$ cat config.mk
export PLATFORM = sky130hd
export DESIGN_NAME = sync_fifo
export DESIGN_NICKNAME = d
export VERILOG_FILES = /design/src/rtl/sync_fifo.sv
export SDC_FILE = /design/constraint.sdc
export NUM_CORES = 1
export LEC_CHECK = 0
export CAP_MARGIN = 20
export CORE_ASPECT_RATIO = 0.7
export CORE_MARGIN = 2
export CORE_UTILIZATION = 50
export CTS_BUF_LIST = sky130_fd_sc_hd__clkbuf_8 sky130_fd_sc_hd__clkbuf_16
export CTS_CLUSTER_DIAMETER = 150
export DETAILED_ROUTE_END_ITERATION = 7
export PLACE_DENSITY = 0.79
export SETUP_SLACK_MARGIN = 0.3
export SYNTH_ARGS = -nofsm -noshare
export SYNTH_HDL_FRONTEND = slang
export SYNTH_SLANG_ARGS = --single-unit
$ cat constraint.sdc
create_clock -name clk -period 2.22 [get_ports clk]
set_clock_uncertainty 0.15 [all_clocks]
set_input_delay 0.222 -clock clk [delete_from_list [all_inputs] [get_ports clk]]
set_output_delay 0.222 -clock clk [all_outputs]
set_load 0.005 [all_outputs]
$ cat src/rtl/sync_fifo.sv
// rtl/sync_fifo.sv - single-clock FIFO with occupancy count, thresholds, sticky errors and FWFT mode
module sync_fifo #(
    parameter int WIDTH     = 4,
    parameter int DEPTH     = 8,
    parameter int AF_THRESH = DEPTH - 2,
    parameter int AE_THRESH = 2,
    parameter int FWFT      = 0
) (
    input  logic                     clk,
    input  logic                     rst_n,
    input  logic                     wr_en,
    input  logic [WIDTH-1:0]         wdata,
    input  logic                     rd_en,
    output logic [WIDTH-1:0]         rdata,
    output logic                     rd_valid,
    output logic                     full,
    output logic                     empty,
    output logic                     almost_full,
    output logic                     almost_empty,
    output logic [$clog2(DEPTH):0]   count,
    output logic                     overflow,
    output logic                     underflow,
    input  logic                     clr_err
);

    localparam int AW = $clog2(DEPTH);
    localparam int CW = AW + 1;
    localparam logic [CW-1:0] FULL_CNT = CW'(DEPTH);
    localparam logic [CW-1:0] AF_CNT   = CW'(AF_THRESH);
    localparam logic [CW-1:0] AE_CNT   = CW'(AE_THRESH);

    logic [WIDTH-1:0] mem [DEPTH];
    logic [AW-1:0]    wr_ptr;
    logic [AW-1:0]    rd_ptr;
    logic             wr_acc;
    logic             rd_acc;

    // Flags decode from the registered count, so acceptance uses start-of-cycle state.
    assign full         = (count == FULL_CNT);
    assign empty        = (count == '0);
    assign almost_full  = (count >= AF_CNT);
    assign almost_empty = (count <= AE_CNT);

    assign wr_acc = wr_en && !full;
    assign rd_acc = rd_en && !empty;

    always_ff @(posedge clk) begin
        if (wr_acc) begin
            mem[wr_ptr] <= wdata;
        end
    end

    always_ff @(posedge clk or negedge rst_n) begin
        if (!rst_n) begin
            wr_ptr    <= '0;
            rd_ptr    <= '0;
            count     <= '0;
            overflow  <= 1'b0;
            underflow <= 1'b0;
        end else begin
            if (wr_acc) begin
                wr_ptr <= wr_ptr + AW'(1);
            end
            if (rd_acc) begin
                rd_ptr <= rd_ptr + AW'(1);
            end
            case ({wr_acc, rd_acc})
                2'b10:   count <= count + CW'(1);
                2'b01:   count <= count - CW'(1);
                default: count <= count;
            endcase
            // A new error in the same cycle as clr_err keeps the flag set.
            if (wr_en && full) begin
                overflow <= 1'b1;
            end else if (clr_err) begin
                overflow <= 1'b0;
            end
            if (rd_en && empty) begin
                underflow <= 1'b1;
            end else if (clr_err) begin
                underflow <= 1'b0;
            end
        end
    end

    generate
        if (FWFT != 0) begin : g_fwft
            assign rdata    = mem[rd_ptr];
            assign rd_valid = !empty;
        end else begin : g_registered
            always_ff @(posedge clk or negedge rst_n) begin
                if (!rst_n) begin
                    rdata    <= '0;
                    rd_valid <= 1'b0;
                end else begin
                    rd_valid <= rd_acc;
                    if (rd_acc) begin
                        rdata <= mem[rd_ptr];
                    end
                end
            end
        end
    endgenerate

endmodule
== Word-level counts from Yosys, hierarchy flattened ==
Memory sizes are Yosys's and may differ from the RTL's. A register that Yosys moved wholly into a read port is not among the register bits.
Cells that the tools add are included.

* Bits in registers: 13
* RAM bits: 32
* Bits of input ports: 9
* Output and inout port bits: 15
* Word-level logic and storage cells: 33
* Memories kept: 1

{| class="wikitable"
|+ Memory list
! name !! words !! bits a word !! read ports !! clocked after memory_dff !! wr ports !! line !! text
|-
| mem || 8 || 4 || 1 || 1 || 1 || 32 || <nowiki>logic [WIDTH-1:0] mem [DEPTH];</nowiki>
|}

* Add/subtract/negate cells: 4
* $lt $le $gt $ge: 2
* Eq/ne operators: 3
* Multiplexer cells: 6
* Reduce and logical (&&, ||, !) cells: 11

{| class="wikitable"
|+ Operators by type and width
! operator !! number
|-
| 4-bit one-hot mux with 2 select lines || 1
|-
| 3-bit by 1-bit adder with 3-bit output, second input constant || 2
|-
| 2-bit nonzero test || 3
|-
| 1-bit two-way mux || 5
|-
| 4-bit by 1-bit adder with 4-bit output, second input constant || 1
|-
| 4-bit equality test, second input constant || 1
|-
| 4-bit by 3-bit greater-or-equal comparator with 1-bit output, second input constant || 1
|-
| 4-bit by 2-bit <= comparator with 1-bit output, second input constant || 1
|-
| 1-bit logical AND || 4
|-
| 4-bit logical NOT || 1
|-
| 4-bit by 1-bit subtractor with 4-bit output, second input constant || 1
|-
| 1-bit logical NOT || 3
|-
| 2-bit by 1-bit equality test with 1-bit output, second input constant || 1
|-
| 2-bit equality test, second input constant || 1
|}

== Depth between registers and ports, before layout ==
Gate-level depths: netlist (run 1).

* Word-level depth: 5
* Gate-level depth with buffers: 11
* Mapped depth without buffers: 10

== Worst setup path before layout (run 1) ==
Ideal clock, no wire load.

* Kind: register -> register
* Start point: register count[1]
* End point: register count[2]
* Library setup time: 0.126 ns
* Arrival time: 2.161 ns
* Data required time: 1.944 ns
* Path slack: -0.217 ns
* Cell stages (with the launch flop): 12
* Buffers on the path: 1
* Period minus slack after synthesis: 2.437 ns
* Path through: dfrtp_1 buf_2 nor4b_2 nor2b_1 inv_1 ha_1 xor2_1 ha_1 a21oi_1 xor2_1 nor2_1 xor2_1

* Word-level cells in the longest chain between the ends: 5
* Elaborated cells on any way between the ends: 12
* Classes of those cells: add/sub (2); eq/ne (3); mux (1); reduce/logical (6)

{| class="wikitable"
|+ Ends and longest elaborated chain
! what !! line !! text
|-
| start: declaration || 20 || <nowiki>output logic [$clog2(DEPTH):0] count,</nowiki>
|-
| start signal: assignment || 68 || <nowiki>2'b10: count <= count + CW'(1);</nowiki>
|-
| start signal: assignment || 69 || <nowiki>2'b01: count <= count - CW'(1);</nowiki>
|-
| start signal: assignment || 70 || <nowiki>default: count <= count;</nowiki>
|-
| 4-bit equality test * || 39 || <nowiki>assign full = (count == FULL_CNT);</nowiki>
|-
| via full || 16 || <nowiki>output logic full,</nowiki>
|-
| 1-bit logical NOT * || 44 || <nowiki>assign wr_acc = wr_en && !full;</nowiki>
|-
| 1-bit logical AND * || 44 ||
|-
| 2-bit by 1-bit equality test with 1-bit output or 2-bit equality test (tied branches) || 67 || <nowiki>case ({wr_acc, rd_acc})</nowiki>
|-
| 4-bit one-hot mux with 2 select lines or 2-bit nonzero test (tied branches) || - ||
|}

Mark *: on every way through the listed nets, which the timed path passes. The rest lies on a longest branch.
A chain may end at the register's enable or synchronous reset.

== Worst setup path in the final report (run 1) ==
* Start point: register count[1]
* End point: register count[2]

* Word-level cells in the longest chain between the ends: 5
* Elaborated cells on any way between the ends: 12
* Classes of those cells: add/sub (2); eq/ne (3); mux (1); reduce/logical (6)

{| class="wikitable"
|+ Ends and longest elaborated chain
! what !! line !! text
|-
| 4-bit logical NOT * || 40 || <nowiki>assign empty = (count == '0);</nowiki>
|-
| 1-bit logical NOT * || 45 || <nowiki>assign rd_acc = rd_en && !empty;</nowiki>
|-
| 1-bit logical AND * || 45 ||
|-
| via rd_acc || 36 || <nowiki>logic rd_acc;</nowiki>
|-
| 2-bit by 1-bit equality test with 1-bit output or 2-bit equality test (tied branches) || 67 ||
|-
| 4-bit one-hot mux with 2 select lines or 2-bit nonzero test (tied branches) || - ||
|}

Marked as above.

==> impl_results.md, run 1 <==
* Status: complete, no violations
* Largest fanout on the critical path at 3
* DIE HEIGHT at 58.7 µm
* Residual DRC at 0
* Gate Count Post-Synth at 143
* Mapped Avg Cell Area at 14.9 µm²
* Vias per inst at 5.43
* RSZ-0062 raised after global routing: true
* Final WL at 4.03 mm
* Sequential area share after synthesis at 64.9%
* CTS tree: done
* Relative slew margins at 49.7%
* Via count at 1309
* Drt pass-1 iters at 4
* Clock sinks at 49
* #FFs+latches synth at 49
* Final core utilization at 67.1%
* Die Area at 0.00482 mm²
* Antenna Cells at 0
* Pleak at 1.06 nW
* Worst setup path startpoint: count[1]$_DFFE_PN0P_
* # H-tree levels at 2
* Area growth, synth to finish at 26.3%
* Post-Syn Area at 0.00213 mm²
* Setup TNS at 0 ns
* Clock slew at reported path FFs at 0.09 ns
* Vias in the first global route at 1277
* Gpl congestion at 0.776
* Distinct cell type count after synthesis at 30
* Top-Level Pins at 24
* Final hold violation count at 0
* WP data required at 2.25 ns
* Setup violators final at 0
* Finished Layout Cells at 241
* Max Slew Vio Count at 0
* Worst Max-Slew Pin Slew at 0.752 ns
* Layout cells sized above 1 at 30.7%
* Detail Route Antenna Nets at 0
* Worst Setup Path Type: reg2reg
* Synth Warn # at 0
* WHS at 0.215 ns
* CP max stage cell: dfrtp_2
* Post-route clock period utilization at 97.7%
* Largest net degree at the start of global routing at 19
* CTS root buffer: clkbuf_8
* Worst-path cell chain: nor4_4 > nand2b_4 > inv_4 > ha_4 > xor2_1 > ha_2 > a21oi_2 > xor2_1 > nor2_1 > xor2_1
* Row count at 19
* Initial Util at 53.1%
* Worst skew pair latency at 0.30 ns
* Arr. time, crit path at 2.20 ns
* Top cell by count, worst path: xor2_1
* Initial antenna violation count at 0
* # hold bufs at CTS at 0
* Crit path capture type: flip-flop
* Nets at 202
* Inst Count DP at 224
* GR Overflow Total at 0
* Max cap viols at 0
* Pwr dens at 1270 mW/mm²
* Worst r2r src: count[1]$_DFFE_PN0P_
* Final setup margin at 0.0519 ns
* DP Wirelength at 2.78 mm
* CTS Buffer Depth at 2
* FILL cells at 266
* Avg WL per Cell at 16.7 µm
* I/O Buffers at 23
* Critical path's largest stage delay at 0.45 ns
* Peak supply drop at 0.944 mV
* Syn nets at 157
* Crit path time final at 2.17 ns
* Leading cell type in the layout, fill and taps excluded: edfxtp_1
* Top Family by Delay on Critical Path: simple AND/OR/NAND/NOR gates
* WP buf/inv at 1
* Die X at 82.1 µm
* First-pass GRT wire length at 6.54 mm
* Global Route Usage Sum at 18.9%
* Hold WC Path Type: in2async
* FMAX at 461 MHz
* Initial DRC Count at 118
* Place WS at -0.0244 ns
* Total CTS buffers at 5
* CP startpoint kind: flip-flop
* Most frequent cells in the layout: edfxtp_1, buf_4, clkdlybuf4s50_1
* Core box area at 0.00402 mm²
-- worst paths after layout --
path / end / slack, ns / depth (start not counted)
max in group asynchronous: count[1]$_DFFE_PN0P_ / 1.19 / 1
min in group clk: rdata[0]$_DFFE_PN0P_ / 0.33 / 2
max reg2reg: count[2]$_DFFE_PN0P_ / 0.05 / 10
max: count[2]$_DFFE_PN0P_ / 0.05 / 10
min reg2reg: rdata[0]$_DFFE_PN0P_ / 0.33 / 2
min: rdata[1]$_DFFE_PN0P_ / 0.22 / 1
-- registers in the layout (all words and copies together) (netlist names) --
signal	cells
mem	32
count	4
rdata	4
rd_ptr	3
wr_ptr	3
overflow	1
rd_valid	1
underflow	1
-- kinds of logic (layout without fill, tap and decap cells) --
kind of cell               Yosys count  in the layout  share of synthesized area, %
and+or+nand+nor                     38             38                          9.38
buffers and inverters               10             56                          3.22
AOI/OAI and AO/OA                   12             12                          3.99
muxes                               21             21                          12.3
DFF                                 49             49                          64.9
adders and majority gates            5              5                          2.93
xor gates and xnor gates             8              8                          3.28
-- layout make-up --
cell class	instances	area, µm²	share of cell area (%)
clock buffers	5	68.8	2.55
well taps	52	65.1	2.41
repair buffers	44	375	13.9
flip-flops and latches	49	1390	51.6
inverters	4	17.5	0.650
multi-input cells	84	741	27.5
clock inverters	3	37.5	1.39
-- power by group --
part / internal, W / switching (W)
clock: 0.000328 / 0.000283
combinational: 0.000781 / 0.000633
sequential: 0.00121 / 0.000190
-- through the flow --
| stage | power, W | instance area, µm² |
|---|---|---|
| CTS | 0.00338 | 2660 |
| detailed placement | 0.00274 | 2500 |
| global route | 0.00362 | 2700 |
| floorplan | 0.00227 | 2180 |
| global placement | 0.00267 | 2500 |
| finish | 0.00343 | 2700 |
-- per-layer routing --
| metal | GRT usage (%) | part of all wire (%) |
|---|---|---|
| met5 | 0 | 0 |
| met4 | 2.86 | 0.62 |
| met3 | 5.06 | 6.5 |
| met2 | 30.5 | 48 |
| met1 | 26.6 | 44 |
-- cell usage after synthesis (all sizes together) --
cell type	instances	area (µm²)
a211o	1	8.76
a211oi	1	7.51
a21o	1	7.51
a21oi	2	10.0
a31oi	1	6.26
buf	6	53.8
dfrtp	17	425
edfxtp	32	961
ha	5	62.6
inv	4	15.0
mux2	1	11.3
mux2i	16	160
mux4	4	90.1
nand2	18	67.6
nand2b	5	31.3
nand3b	1	7.51
nor2	7	26.3
nor2b	1	6.26
nor3	2	10.0
nor3b	2	15.0
nor4	1	21.3
nor4b	1	15.0
o21ai	6	45.0
xnor2	4	35.0
xor2	4	35.0
-- repair_timing --
item | 4_1_cts | 5_1_grt
gates resized for setup | 11 | 9
setup buffers | 5 | 4
endpoints found under the setup margin | 19 | 32
pin swaps | 4 | 1
Note: power is estimated with default switching activity, not from simulation.
==> run 2: changes to the inputs <==
- CAP_MARGIN: 20 -> 25
- CORE_UTILIZATION: 50 -> 55
- PLACE_DENSITY: 0.79 -> 0.82
- clock period: 2.22 -> 2.5 ns (I/O delays scaled with it)
==> run 2 against run 1 <==
Global-route usage up 1.4 points. Largest power group unchanged. Critical endpoint is now count[3]$_DFFE_PN0P_. Die area down 8.6%. Non-clock buffer count down 4. Wire length up 0.12%. Largest cell class unchanged. Register-to-register slack better by 0.20 ns. Cell count down 2.5%. Worst hold slack better by 0.037 ns.
==> impl_results.md, run 2 (same netlist as run 1, synthesis figures left out) <==
* Status: complete, no violations
* Post-route clock period utilization at 89.9%
* Arr. time, crit path at 2.32 ns
* Nets at 198
* Drt pass-1 iters at 4
* Core box area at 0.00363 mm²
* Crit path capture type: flip-flop
* Worst Max-Slew Pin Slew at 0.775 ns
* Residual DRC at 0
* RSZ-0062 raised after global routing: true
* Largest net degree at the start of global routing at 19
* Clock sinks at 49
* Initial antenna violation count at 0
* Area growth, synth to finish at 24.8%
* Worst Setup Path Type: reg2reg
* Worst skew pair latency at 0.30 ns
* CTS tree: done
* Hold WC Path Type: in2async
* Top-Level Pins at 24
* First-pass GRT wire length at 6.51 mm
* Largest regs: mem: 32 flops, count: 4 flops, rdata: 4 flops
* Via count at 1248
* Max Slew Vio Count at 0
* Total CTS buffers at 5
* DP Wirelength at 2.74 mm
* Gpl congestion at 0.854
* Antenna Cells at 0
* DIE HEIGHT at 56.1 µm
* Critical path's largest stage delay at 0.46 ns
* Relative slew margins at 48.2%
* FMAX at 445 MHz
* Layout cells sized above 1 at 25.9%
* CTS root buffer: clkbuf_8
* Avg WL per Cell at 17.2 µm
* Max cap viols at 0
* WHS at 0.252 ns
* Clock slew at reported path FFs at 0.09 ns
* Pleak at 1.05 nW
* Leading cell type in the layout, fill and taps excluded: edfxtp_1
* Pwr dens at 1120 mW/mm²
* Worst-path cell chain: nor4b_4 > nor2b_1 > inv_2 > ha_4 > buf_4 > nand3b_1 > a211o_1 > a21oi_2 > xor2_1
* Die Area at 0.00440 mm²
* Final WL at 4.04 mm
* Most frequent cells in the layout: edfxtp_1, clkdlybuf4s50_1, nand2_1
* Die X at 78.5 µm
* Initial DRC Count at 108
* Vias per inst at 5.31
* Detail Route Antenna Nets at 0
* Global Route Usage Sum at 20.3%
* Final hold violation count at 0
* Largest fanout on the critical path at 4
* # H-tree levels at 2
* CTS Buffer Depth at 2
* CP startpoint kind: flip-flop
* Initial Util at 58.9%
* I/O Buffers at 23
* Biggest register: mem
* GR Overflow Total at 0
* Vias in the first global route at 1219
* Max reg flops at 32
* WP data required at 2.57 ns
* Crit path time final at 2.25 ns
* # hold bufs at CTS at 0
* CP max stage cell: dfrtp_2
* Peak supply drop at 0.542 mV
* Row count at 18
* Setup violators final at 0
* Setup TNS at 0 ns
==> run 2: cell types whose count changed in the layout (fill, tap and decap cells not counted), moves of 2 or more <==
| cell | delta |
|---|---|
| buf_4 | -4 |
| nor2_1 | +4 |
| clkbuf_2 | -2 |
| nor2_2 | -4 |
| clkdlybuf4s50_1 | +2 |
==> run 2: metrics by stage <==
| stage | worst slack [ns] | instance area [µm²] | total power [W] | util [%] | instances |
|---|---|---|---|---|---|
| 2_1_floorplan | 0.249 | 2180 | 0.00202 | - | 143 |
| 3_3_place_gp | 0.255 | 2460 | 0.00233 | 67.9 | 217 |
| 3_5_place_dp | 0.155 | 2460 | 0.00240 | 67.9 | 217 |
| 4_1_cts | 0.260 | 2610 | 0.00295 | 72.0 | 230 |
| 5_1_grt | 0.121 | 2660 | 0.00319 | 73.5 | 235 |
| 6_report | 0.252 | 2660 | 0.00299 | 73.5 | 235 |
==> run 2: power breakdown <==
part / internal, W / total [W] / switching, W
clock: 0.000253 / 0.000499 / 0.000246
combinational: 0.000681 / 0.00122 / 0.000540
sequential: 0.00108 / 0.00127 / 0.000192
total: 0.00201 / 0.00299 / 0.000978
==> run 2: critical path: cells and delay by family, from the launching register on <==
family | cells | cell delay (ns)
compound gates | 2 | 0.42
simple gates | 3 | 0.56
flops | 1 | 0.46
xor+xnor | 1 | 0.17
buf+inv | 2 | 0.25
fa+ha+maj | 1 | 0.16
==> run 2: final cells by class <==
| type | instances | area, µm² |
|---|---|---|
| repair buffers | 40 | 359 |
| inverters | 4 | 20.0 |
| clock buffers | 6 | 93.8 |
| multi-input cells | 84 | 728 |
| well taps | 50 | 62.6 |
| flip-flops and latches | 49 | 1390 |
| fillers | 214 | 962 |
| clock inverters | 2 | 8.76 |
==> run 2: final timing paths <==
kind                                      start  slack, ns               endpoint  cells past startpoint
min                                       rst_n       0.25  wr_ptr[1]$_DFFE_PN0P_                      1
max reg2reg                count[1]$_DFFE_PN0P_       0.25   count[3]$_DFFE_PN0P_                      9
max                        count[1]$_DFFE_PN0P_       0.25   count[3]$_DFFE_PN0P_                      9
max in group asynchronous                 rst_n       1.41   count[2]$_DFFE_PN0P_                      1
min in group clk           rdata[1]$_DFFE_PN0P_       0.34   rdata[1]$_DFFE_PN0P_                      2
min reg2reg                rdata[1]$_DFFE_PN0P_       0.34   rdata[1]$_DFFE_PN0P_                      2
==> run 2: timing repair <==
| item | 4_1_cts | 5_1_grt |
|---|---|---|
| buffers inserted | 5 | 5 |
| setup endpoints to repair | 4 | 4 |
| endpoints found under the hold margin | 0 | 0 |
| resized for setup | 6 | 4 |
| pin swaps | 3 | 3 |
==> run 2: per-layer routing <==
layer | vias to the layer above | routed length [µm] | global-route usage [%]
met3 | 5 | 202 | 4.87
met5 | - | 0 | 0
met4 | 0 | 28 | 4.51
met1 | 615 | 1820 | 30.2
met2 | 31 | 1980 | 30.7
li1 | 597 | - | -
==> run 3: changes to the inputs <==
- MAX_ROUTING_LAYER: unset -> met4
- SLEW_MARGIN: unset -> 10
==> run 3 against run 2 <==
Utilization is the same. Maximum frequency barely moved. Count of clock-buffer cells in the layout unchanged. Sequential power hardly changed. Via count rose by 0.40%. Combinational power hardly changed. Non-clock buffer count unchanged. Setup slack about the same. Flip-flop and latch count unchanged. Worst hold slack better by 0.012 ns. Global-route usage rose by 0.59 points.
==> impl_results.md, run 3 (same netlist as run 1, synthesis figures left out) <==
* WHS at 0.264 ns
* FMAX at 445 MHz
* Drt pass-1 iters at 4
* Multi-input logic area at 728 µm²
* Biggest register: mem
* Total power at 0.00299 W
* RR Endpoint: count[3]$_DFFE_PN0P_
* Max Slew Vio Count at 0
* First-pass GRT wire length at 6.53 mm
* Nets at 198
* Core box area at 0.00363 mm²
* Initial Util at 58.9%
* Worst skew pair latency at 0.30 ns
* RSZ-0062 raised after global routing: true
* Most frequent cells in the layout: edfxtp_1, clkdlybuf4s50_1, nand2_1
* DIE HEIGHT at 56.1 µm
* # H-tree levels at 2
* Largest regs: mem: 32 flops, count: 4 flops, rdata: 4 flops
* Worst Setup Path Type: reg2reg
* Largest net degree at the start of global routing at 19
* Die X at 78.5 µm
* Finished Layout Cells at 235
* Max reg flops at 32
* Area growth, synth to finish at 24.8%
* Hold WC Path Type: in2async
* CTS Buffer Depth at 2
* Via count at 1253
* CTS root buffer: clkbuf_8
* Reg2reg path depth at 9
* CTS tree: done
* Leading cell type in the layout, fill and taps excluded: edfxtp_1
* Residual DRC at 0
* Global Route Usage Sum at 20.9%
* Final setup margin at 0.252 ns
* Vias in the first global route at 1226
* Initial antenna violation count at 0
* FILL cells at 214
* Worst r2r src: count[1]$_DFFE_PN0P_
* Status: complete, no violations
* Arr. time, crit path at 2.32 ns
* Die Area at 0.00440 mm²
* Largest fanout on the critical path at 4
* Peak supply drop at 0.543 mV
* Setup violators final at 0
* GR Overflow Total at 0
* Row count at 18
* Setup TNS at 0 ns
* FF+latch area at 0.00139 mm²
* Vias per inst at 5.33
* Max cap viols at 0
* CP startpoint kind: flip-flop
* Place WS at 0.155 ns
* Clock sinks at 49
* Relative slew margins at 45.9%
* Gpl congestion at 0.867
* DP Wirelength at 2.74 mm
* Layout cells sized above 1 at 25.9%
* Worst Max-Slew Pin Slew at 0.809 ns
* Pleak at 1.05 nW
* Final WL at 4.08 mm
* Initial DRC Count at 97
* Reg2reg setup slack at 0.25 ns
* Inst Count DP at 217
* I/O Buffers at 23
* WP data required at 2.57 ns
* Top-Level Pins at 24
* Detail Route Antenna Nets at 0
* Post-route clock period utilization at 89.9%
* Pwr dens at 1120 mW/mm²
* Crit path time final at 2.25 ns
* Antenna Cells at 0
* Crit path capture type: flip-flop
* Total CTS buffers at 5
* Clock slew at reported path FFs at 0.09 ns
* Final hold violation count at 0
* Avg WL per Cell at 17.4 µm
run 3: how the worst max path moves through the flow:
stage | from | endpoint | slack (ns) | depth (start not counted)
finish | count[1]$_DFFE_PN0P_ | count[3]$_DFFE_PN0P_ | 0.25 | 9
global route | count[1]$_DFFE_PN0P_ | count[3]$_DFFE_PN0P_ | 0.12 | 9
CTS | count[1]$_DFFE_PN0P_ | count[2]$_DFFE_PN0P_ | 0.26 | 10
detailed placement | count[2]$_DFFE_PN0P_ | count[2]$_DFFE_PN0P_ | 0.15 | 10
global placement | wr_en | count[2]$_DFFE_PN0P_ | 0.25 | 10
floorplan | count[2]$_DFFE_PN0P_ | count[2]$_DFFE_PN0P_ | 0.25 | 11
run 3: critical path, stage by stage (launching register included):
cell      delay (ns)
dfrtp_2         0.46
nor4b_4         0.36
nor2b_1         0.12
inv_2           0.12
ha_4            0.16
buf_4           0.13
nand3b_1        0.08
a211o_1         0.27
a21oi_2         0.16
xor2_1          0.17
run 3: report_power, final:
part	switching (W)	internal, W	total [W]
combinational	0.000542	0.000681	0.00122
sequential	0.000192	0.00108	0.00127
clock	0.000247	0.000253	0.000499
total	0.000981	0.00201	0.00299
run 3: what timing repair did:
action / CTS / global route
pin swaps: 3 / 3
gates cloned: 0 / 0
buffers inserted: 5 / 5
endpoints found under the setup margin: 4 / 4
gates resized for setup: 6 / 4
hold buffers: 0 / 0
endpoints found under the hold margin: 0 / 0
run 3: area by class of cell:
cell class / count / share of cell area (%)
clock buffer: 6 / 3.52
clock inverter: 2 / 0.329
inverter: 4 / 0.752
multi-input combinational: 84 / 27.3
sequential: 49 / 52.2
tap: 50 / 2.35
timing repair buffer: 40 / 13.5
run 3: layer usage:
layer,part of all wire (%),track usage [%],vias to the layer above
met4,0.71,4.51,0
met3,5.7,4.87,4
met1,45,30.1,617
met2,49,30.8,34
li1,-,-,598
met5,0,-,-
run 3: per-stage QoR:
stage	instance area, µm²	utilization (%)
floorplan	2180	-
finish	2660	73.5
global route	2660	73.5
global placement	2460	67.9
CTS	2610	72.0
detailed placement	2460	67.9
